`src/rtl/slavefifo2b_stream_out_rd.sv`:
```
// Stream-OUT read controller for the FX3 32-bit Slave FIFO, 2-bit address mode.
// Ports: clk_100/reset_; rd_mode_selected, check_en, flagc_d, flagd_d, data_in in;
//        slrd_rd_, sloe_rd_, rd_data, rd_data_valid, pkt_done, burst_words, err_count out.
module slavefifo2b_stream_out_rd #(
    parameter int RD_LATENCY = 2,
    parameter int TAIL_WORDS = 3,
    parameter int CNT_W      = 16
) (
    input  logic             clk_100,
    input  logic             reset_,
    input  logic             rd_mode_selected,
    input  logic             check_en,
    input  logic             flagc_d,
    input  logic             flagd_d,
    input  logic [31:0]      data_in,
    output logic             slrd_rd_,
    output logic             sloe_rd_,
    output logic [31:0]      rd_data,
    output logic             rd_data_valid,
    output logic             pkt_done,
    output logic [CNT_W-1:0] burst_words,
    output logic [CNT_W-1:0] err_count
);

    typedef enum logic [2:0] {
        S_IDLE  = 3'd0,
        S_WAIT  = 3'd1,
        S_READ  = 3'd2,
        S_TAIL  = 3'd3,
        S_DRAIN = 3'd4
    } state_t;

    localparam logic [2:0] TW = 3'(TAIL_WORDS);

    state_t                r_state;
    logic [2:0]            r_tail;
    logic [RD_LATENCY-1:0] r_pipe;
    logic                  r_oe_d;
    logic [CNT_W-1:0]      r_live;
    logic [31:0]           r_exp;

    logic w_oe;
    logic w_rd;

    // SLOE# leads SLRD# by a cycle: a read is only issued once OE was
    // already asserted in the previous cycle.
    assign w_oe = (r_state == S_READ) || (r_state == S_TAIL) ||
                  (r_state == S_DRAIN);
    assign w_rd = r_oe_d &&
                  (((r_state == S_READ) && flagd_d) ||
                   ((r_state == S_TAIL) && (r_tail != 3'd0)));

    assign slrd_rd_ = ~w_rd;
    assign sloe_rd_ = ~w_oe;

    always_ff @(posedge clk_100 or negedge reset_) begin
        if (!reset_) begin
            r_state       <= S_IDLE;
            r_tail        <= 3'd0;
            r_pipe        <= '0;
            r_oe_d        <= 1'b0;
            r_live        <= '0;
            r_exp         <= 32'd0;
            rd_data       <= 32'd0;
            rd_data_valid <= 1'b0;
            pkt_done      <= 1'b0;
            burst_words   <= '0;
            err_count     <= '0;
        end else begin
            r_oe_d        <= w_oe;
            r_pipe        <= {r_pipe[RD_LATENCY-2:0], w_rd};
            rd_data_valid <= r_pipe[RD_LATENCY-1];
            if (r_pipe[RD_LATENCY-1])
                rd_data <= data_in;
            pkt_done <= 1'b0;

            if (rd_data_valid)
                r_live <= r_live + CNT_W'(1);

            // Expected value resyncs to the received word on every capture.
            if (!rd_mode_selected) begin
                r_exp     <= 32'd0;
                err_count <= '0;
            end else if (rd_data_valid) begin
                if (check_en && (rd_data != r_exp) &&
                    (err_count != {CNT_W{1'b1}}))
                    err_count <= err_count + CNT_W'(1);
                r_exp <= rd_data + 32'd1;
            end

            case (r_state)
                S_IDLE: begin
                    if (rd_mode_selected)
                        r_state <= S_WAIT;
                end
                S_WAIT: begin
                    if (!rd_mode_selected) begin
                        r_state <= S_IDLE;
                    end else if (flagc_d) begin
                        if (flagd_d) begin
                            r_state <= S_READ;
                        end else begin
                            r_tail  <= TW;
                            r_state <= (TW == 3'd0) ? S_DRAIN : S_TAIL;
                        end
                    end
                end
                S_READ: begin
                    if (!rd_mode_selected) begin
                        r_state <= S_DRAIN;
                    end else if (!flagd_d) begin
                        r_tail  <= TW;
                        r_state <= (TW == 3'd0) ? S_DRAIN : S_TAIL;
                    end
                end
                S_TAIL: begin
                    if (w_rd)
                        r_tail <= r_tail - 3'd1;
                    if (!rd_mode_selected || (r_tail == 3'd0) ||
                        ((r_tail == 3'd1) && w_rd))
                        r_state <= S_DRAIN;
                end
                S_DRAIN: begin
                    // Leave only once the last captured word has been counted.
                    if ((r_pipe == '0) && !rd_data_valid) begin
                        pkt_done    <= 1'b1;
                        burst_words <= r_live;
                        r_live      <= '0;
                        r_state     <= rd_mode_selected ? S_WAIT : S_IDLE;
                    end
                end
                default: r_state <= S_IDLE;
            endcase
        end
    end

endmodule

```
`config.mk`:
```
export PLATFORM = sky130hd
export DESIGN_NAME = slavefifo2b_stream_out_rd
export DESIGN_NICKNAME = d
export VERILOG_FILES = /design/src/rtl/slavefifo2b_stream_out_rd.sv
export SDC_FILE = /design/constraint.sdc
export NUM_CORES = 1
export LEC_CHECK = 0
export ABC_CLOCK_PERIOD_IN_PS = 4480
export BUFFER_PORTS_ARGS = -buffer_cell sky130_fd_sc_hd__buf_2
export CAP_MARGIN = 20
export CORE_MARGIN = 10
export CORE_UTILIZATION = 60
export DETAILED_ROUTE_END_ITERATION = 12
export GPL_TIMING_DRIVEN = 1
export PLACE_DENSITY = 0.85
export SYNTH_ARGS = -nofsm -noshare
export SYNTH_HDL_FRONTEND = slang
export SYNTH_SLANG_ARGS = --single-unit
```
`constraint.sdc`:
```
create_clock -name clk_100 -period 4.48 [get_ports clk_100]
set_input_delay 0.896 -clock clk_100 [delete_from_list [all_inputs] [get_ports clk_100]]
set_output_delay 0.896 -clock clk_100 [all_outputs]
set_load 0.02 [all_outputs]
```
# Yosys cells after proc, flatten, opt, wreduce, memory -nomap -nowiden

Index checks and enable logic that the tools add are counted.

Add/sub/neg operators: 4
Equal/unequal tests: 18
Muxes and demuxes: 26
Bitwise logic cells: 2
Reductions and logical operators: 23

Operators by type and width:

| operator                | number |
|---|---|
| $mux W16                | 6 |
| $mux W32                | 2 |
| $mux W3                 | 12 |
| $add A16 B1 Y16 const B | 2 |
| $add A32 B1 Y32 const B | 1 |
| $ne A32 B32 Y1          | 1 |
| $ne A16 B16 Y1 const B  | 1 |
| $pmux W3 S5             | 1 |
| $ne A2 B2 Y1 const B    | 5 |
| $reduce_and A5 Y1       | 2 |
| $pmux W3 S3             | 1 |
| $ne A2 B1 Y1 const B    | 4 |
| $logic_and A1 B1 Y1     | 7 |
| $eq A3 B1 Y1 const B    | 2 |
| $eq A3 B2 Y1 const B    | 2 |
| $logic_not A3 Y1        | 2 |
| $ne A3 B3 Y1 const B    | 2 |
| $reduce_bool A3 Y1      | 2 |
| $logic_or A1 B1 Y1      | 5 |
| $mux W1                 | 4 |
| $reduce_and A2 Y1       | 2 |
| $eq A3 B3 Y1 const B    | 1 |
| $sub A3 B1 Y3 const B   | 1 |
| $logic_not A1 Y1        | 2 |
| other kinds (2)         | 3 |

Register bits after elaboration: 123
Bits of input ports: 38
Output and inout port bits: 68
Word-level logic and storage cells: 84

# Longest topological paths before layout

Depth in word-level cells: 8
Gate-level depth with buffers: 9
Mapped depth without buffers: 8

# Worst setup path after synthesis

No wires, ideal clock.

Path type: input to output
Start point: in flagd_d
End point: out slrd_rd_
Data arrival time: 1.412 ns
Required time: 3.584 ns
Path slack: 2.172 ns
Cell stages on the path: 2
Buffers on the path: 0
Cell sequence: or2_2 > o211ai_1

Longest elaborated chain between the ends: 4

Ends and longest elaborated chain:

| element             | line | RTL |
|---|---|---|
| from (decl)         | 14   | `input logic flagd_d,` |
| $logic_and A1 B1 Y1 | 50   | `(((r_state == S_READ) && flagd_d) \|\|` |
| $logic_or A1 B1 Y1  | 50   |  |
| $logic_and A1 B1 Y1 | 49   | `assign w_rd = r_oe_d &&` |
| $not A1 Y1          | 53   | `assign slrd_rd_ = ~w_rd;` |
| to (decl)           | 16   | `output logic slrd_rd_,` |

No other way between the ends.

# Worst setup path after layout

Start point: reg r_state[1]
End point: out sloe_rd_

Longest elaborated chain between the ends: 4
Elaborated cells on any way between the ends: 6
Those cells by class: 3 x eq/ne; 1 x bitwise; 2 x reduce/logical

Ends and longest elaborated chain:

| element                | line | RTL |
|---|---|---|
| from (decl)            | 35   | `state_t r_state;` |
| from (signal assigned) | 104  | `r_state <= (TW == 3'd0) ? S_DRAIN : S_TAIL;` |
| from (signal assigned) | 113  | `r_state <= (TW == 3'd0) ? S_DRAIN : S_TAIL;` |
| from (signal assigned) | 129  | `r_state <= rd_mode_selected ? S_WAIT : S_IDLE;` |
| $eq A3 B2 Y1           | 47   | `assign w_oe = (r_state == S_READ) \|\| (r_state == S_TAIL) \|\|` |
| $logic_or A1 B1 Y1     | 47   |  |
| $logic_or A1 B1 Y1 *   | 47   |  |
| via w_oe               | 42   | `logic w_oe;` |
| $not A1 Y1 *           | 54   | `assign sloe_rd_ = ~w_oe;` |
| to (decl)              | 17   | `output logic sloe_rd_,` |

Mark *: on every way through the listed nets, which the timed path passes. The rest lies on a longest branch.

==> run_results.csv <==
group,metric,value,unit
floorplanning,placement_rows,37,
worst_setup_path,worstPathBufferInverterCount,2,
power,netSwitchingFraction,0.3614,
placed_design,portBuffers,105,
floorplanning,design.portCount,106,
yosys,yosys-top-cells-area,"dfrtp_1 50%, xor2_1 9.5%, mux2_2 8.6%",
yosys,ys_types,54,
floorplanning,design.die.area,14770,um^2
run,max-cap-violations,0,
timing,worst_clock_skew,6.390,ps
timing,finalMaxSlewViolations,0,
global_route,gr-usage-all-layers,0.2034,
drt,routed_wire_length_per_instance,17.90,um
worst_setup_path,worst-path-max-fanout,13,
timing,setup_ws,1729,ps
worst_setup_path,cp-start-kind,"flop",
drt,wl,14750,um
global_route,use_met2,0.3413,
worst_setup_path,cell_family_contributing_the_most_delay_on_the_critical_path,"flip-flops",
drt,drt_iter0_markers,378,
worst_setup_path,timing_worst_setup_path_type,"reg -> out",
worst_setup_path,worstSetupEndpointType,"output port",
power,power.net_switching,0.001470,W
timing,timing_hold_violations_final,0,
global_route,via_count_of_the_first_global_routing_pass,4976,
clock_tree,post_cts_setup_inserts,0,
power,power_per_cell_area,554.1,nW/um^2
timing,max-slew-margin-rel,0.3233,
drt,dr_total_vias,4830,
cells_and_area,fill_cells,721,
cells_and_area,antenna_cells,0,
drt,number_of_nets_with_antenna_violations_after_detailed_routing,0,
worst_setup_path,list_of_cells_traversed_by_the_critical_path,"nor2_1, nand2_1, o21ai_0, inv_1, buf_2",
timing,fmax,0.3635,GHz
placed_design,gp_congestion,0.8959,
clock_tree,cts.clk_slew.worst_paths,60,ps
clock_tree,cts-htree-levels,4,
drt,firstDrtPassIters,6,
drt,average_via_count_per_standard_cell,5.862,
timing,layout_worst_path_cycle_share,0.6141,
timing,post-route-min-period,2751,ps
yosys,dominantRegCellSynth,"dfrtp_1",
timing,finalSetupViolCount,0,
placed_design,dpl_worst_slack,1916,ps
power,power_report.internal_total,0.002598,W
yosys,asyncSetResetFlopFracSynth,1.000,
power,vdd_drop_max,0.0003767,V
yosys,syn_inst,575,
power,power.leakage,3.517,nW
worst_setup_path,required,3580,ps
cells_and_area,drive_above_1_share,0.3081,
cells_and_area,finish.net_count,719,
global_route,gr-total-overflow,0,
timing,fin_tns_setup,0,ps
clock_tree,clk_sinks,123,
worst_hold_path,min-delay-path-class,"reg -> reg",
power,seq_power_share,0.405,
clock_tree,clock_tree.buffer_depth,2,
outcome,outcome,"finished, final reports clean",
floorplanning,die_height,121.5,um
yosys,seq_area_frac_synth,0.4976,
clock_tree,resized_gates_after_cts,0,
yosys,post_synth.cell_area_avg,10.76,um^2
clock_tree,tritoncts,"yes",
floorplanning,starting_density_of_the_core,0.6074,
yosys,synth_warnings,0,
clock_tree,root_buffer,"clkbuf_8",
global_route,pin_count_of_the_biggest_net_entering_global_routing,75,
yosys,synth_nets,619,
floorplanning,die-width,121.5,um
yosys,synth_top_cell_area_share,0.4976,
global_route,globalRouteMet1Util,0.2360,
drt,remaining_drc_errors,0,
placed_design,post-dp-hpwl,10110,um
yosys,yosys_register_bits,123,
global_route,groute.layer.met3.usage,0.06152,
timing,setup_repair_after_global_routing_missed_its_margin,"false",
power,power_frac_clock,0.328,
global_route,grt_pass1_wl,24220,um
clock_tree,clkLatencyLatePin,540,ps
yosys,synth_edf_count,0,
global_route,initial_antenna_violation_count,0,
yosys,synth_area,6186,um^2
global_route,top_usage_layer,"met2",
clock_tree,tritoncts.num_buffers,17,
worst_setup_path,critical_path_arrival,1860,ps
power,power.share.combinational,0.267,
cells_and_area,flow.area_growth_from_synthesis,18.71,%
worst_setup_path,max_stage_delay,510,ps
worst_setup_path,crit_slowest_cell,"dfrtp_1",
yosys,ys_top_cells_by_count,"123 x dfrtp_1, 67 x xor2_1, 47 x mux2_2",
clock_tree,postCtsHoldBufs,0,
floorplanning,core-area,10180,um^2
yosys,synth.most_common_cell,"dfrtp_1",
yosys,synth_area_leader_cell,"dfrtp_1",
timing,worst_slew_pin_slew,1015,ps
-- worst register-to-register path, cell delays in order (launching register included) --
cell and delay [ps]:
dfrtp_1 360, buf_4 260, nor3_1 340, and3_1 890, mux2_2 440
-- layer usage --
layer	routed length, um	vias up	part of all wire
met4	291	0	0.020
met1	5959	2368	0.40
li1	-	2242	-
met3	1024	30	0.069
met5	0	-	0
met2	7473	190	0.51
-- worst paths after layout --
path                                        startpoint                    endpoint  slack [ps]  depth (start not counted)
worst max-delay path            r_state[1]$_DFFE_PN0P_                    sloe_rd_        1730                          5
worst min-delay path               r_pipe[0]$_DFF_PN0_         r_pipe[1]$_DFF_PN0_         380                          0
worst max register to register     r_pipe[1]$_DFF_PN0_  burst_words[9]$_DFFE_PN0P_        2080                          4
worst min register to register     r_pipe[0]$_DFF_PN0_         r_pipe[1]$_DFF_PN0_         380                          0
max in group asynchronous                       reset_     rd_data[22]$_DFFE_PN0P_        3100                          2
min in group asynchronous                       reset_    err_count[6]$_DFFE_PN0P_         490                          1
-- through the flow --
| step | instances | hold slack [ps] | util | total power, W | instance area (um^2) |
|---|---|---|---|---|---|
| 2_1_floorplan | 575 | 351.9 | - | 0.002351 | 6186 |
| 3_3_place_gp | 792 | 365.6 | 0.6638 | 0.002682 | 6760 |
| 3_5_place_dp | 792 | 371.3 | 0.6638 | 0.002730 | 6760 |
| 4_1_cts | 824 | 379.4 | 0.7210 | 0.004089 | 7343 |
| 5_1_grt | 824 | 387.5 | 0.7210 | 0.004264 | 7343 |
| 6_report | 824 | 384.6 | 0.7210 | 0.004069 | 7343 |
-- flip-flops by register name, indices dropped and copies added (netlist names), 2 cells and up --
| register | flops |
|---|---|
| r_exp | 32 |
| rd_data | 32 |
| burst_words | 16 |
| err_count | 16 |
| r_live | 16 |
| r_state | 3 |
| r_tail | 3 |
| r_pipe | 2 |
-- area by class of cell --
type	count	area [um^2]	area share
Inverter	10	37.54	0.005112
Multi-Input combinational cell	412	2900	0.3950
Tap cell	136	170.2	0.02317
Clock inverter	13	141.4	0.01925
Timing Repair Buffer	111	573.1	0.07804
Sequential cell	123	3079	0.4193
Clock buffer	19	441.7	0.06015
-- power groups by stage --
stage / Sequential [W] / Combinational (W) / Clock, W
6_report: 0.00165 / 0.00109 / 0.00133
5_1_grt: 0.00168 / 0.00118 / 0.00140
4_1_cts: 0.00164 / 0.00109 / 0.00135
3_5_place_dp: 0.00166 / 0.00107 / 0
3_3_place_gp: 0.00164 / 0.00105 / 0
2_1_floorplan: 0.00171 / 0.000638 / 0
-- cells in the final DEF (no fill, tap or decap), drive strengths merged, types with 4 or more instances in the layout --
| cell | instances |
|---|---|
| nand3 | 27 |
| or3 | 8 |
| clkbuf | 19 |
| a21oi | 32 |
| o21ai | 39 |
| dfrtp | 123 |
| ha | 6 |
| nand4 | 18 |
| nand2b | 6 |
| o31ai | 4 |
| nand2 | 31 |
| and4 | 5 |
| inv | 13 |
| xnor2 | 9 |
| mux2i | 6 |
| nor2 | 41 |
| a211oi | 7 |
| xor2 | 67 |
| o21a | 5 |
| mux2 | 47 |
| buf | 111 |
| nor3 | 6 |
| clkinvlp | 6 |
| and3 | 10 |
| nor4 | 12 |
-- logic make-up (layout without fill, tap and decap cells) --
group                    count (synthesis)  in the layout  synth area share
flip-flops                             123            123            0.4976
buffers and inverters                   40            153           0.03358
AO/OA/AOI/OAI                           98             98           0.09547
XOR/XNOR                                76             76            0.1076
AND/OR/NAND/NOR                        179            179            0.1584
adder cells (fa/ha/maj)                  6              6           0.01214
multiplexers                            53             53           0.09527
No activity file was read; power rests on OpenSTA's default activity.
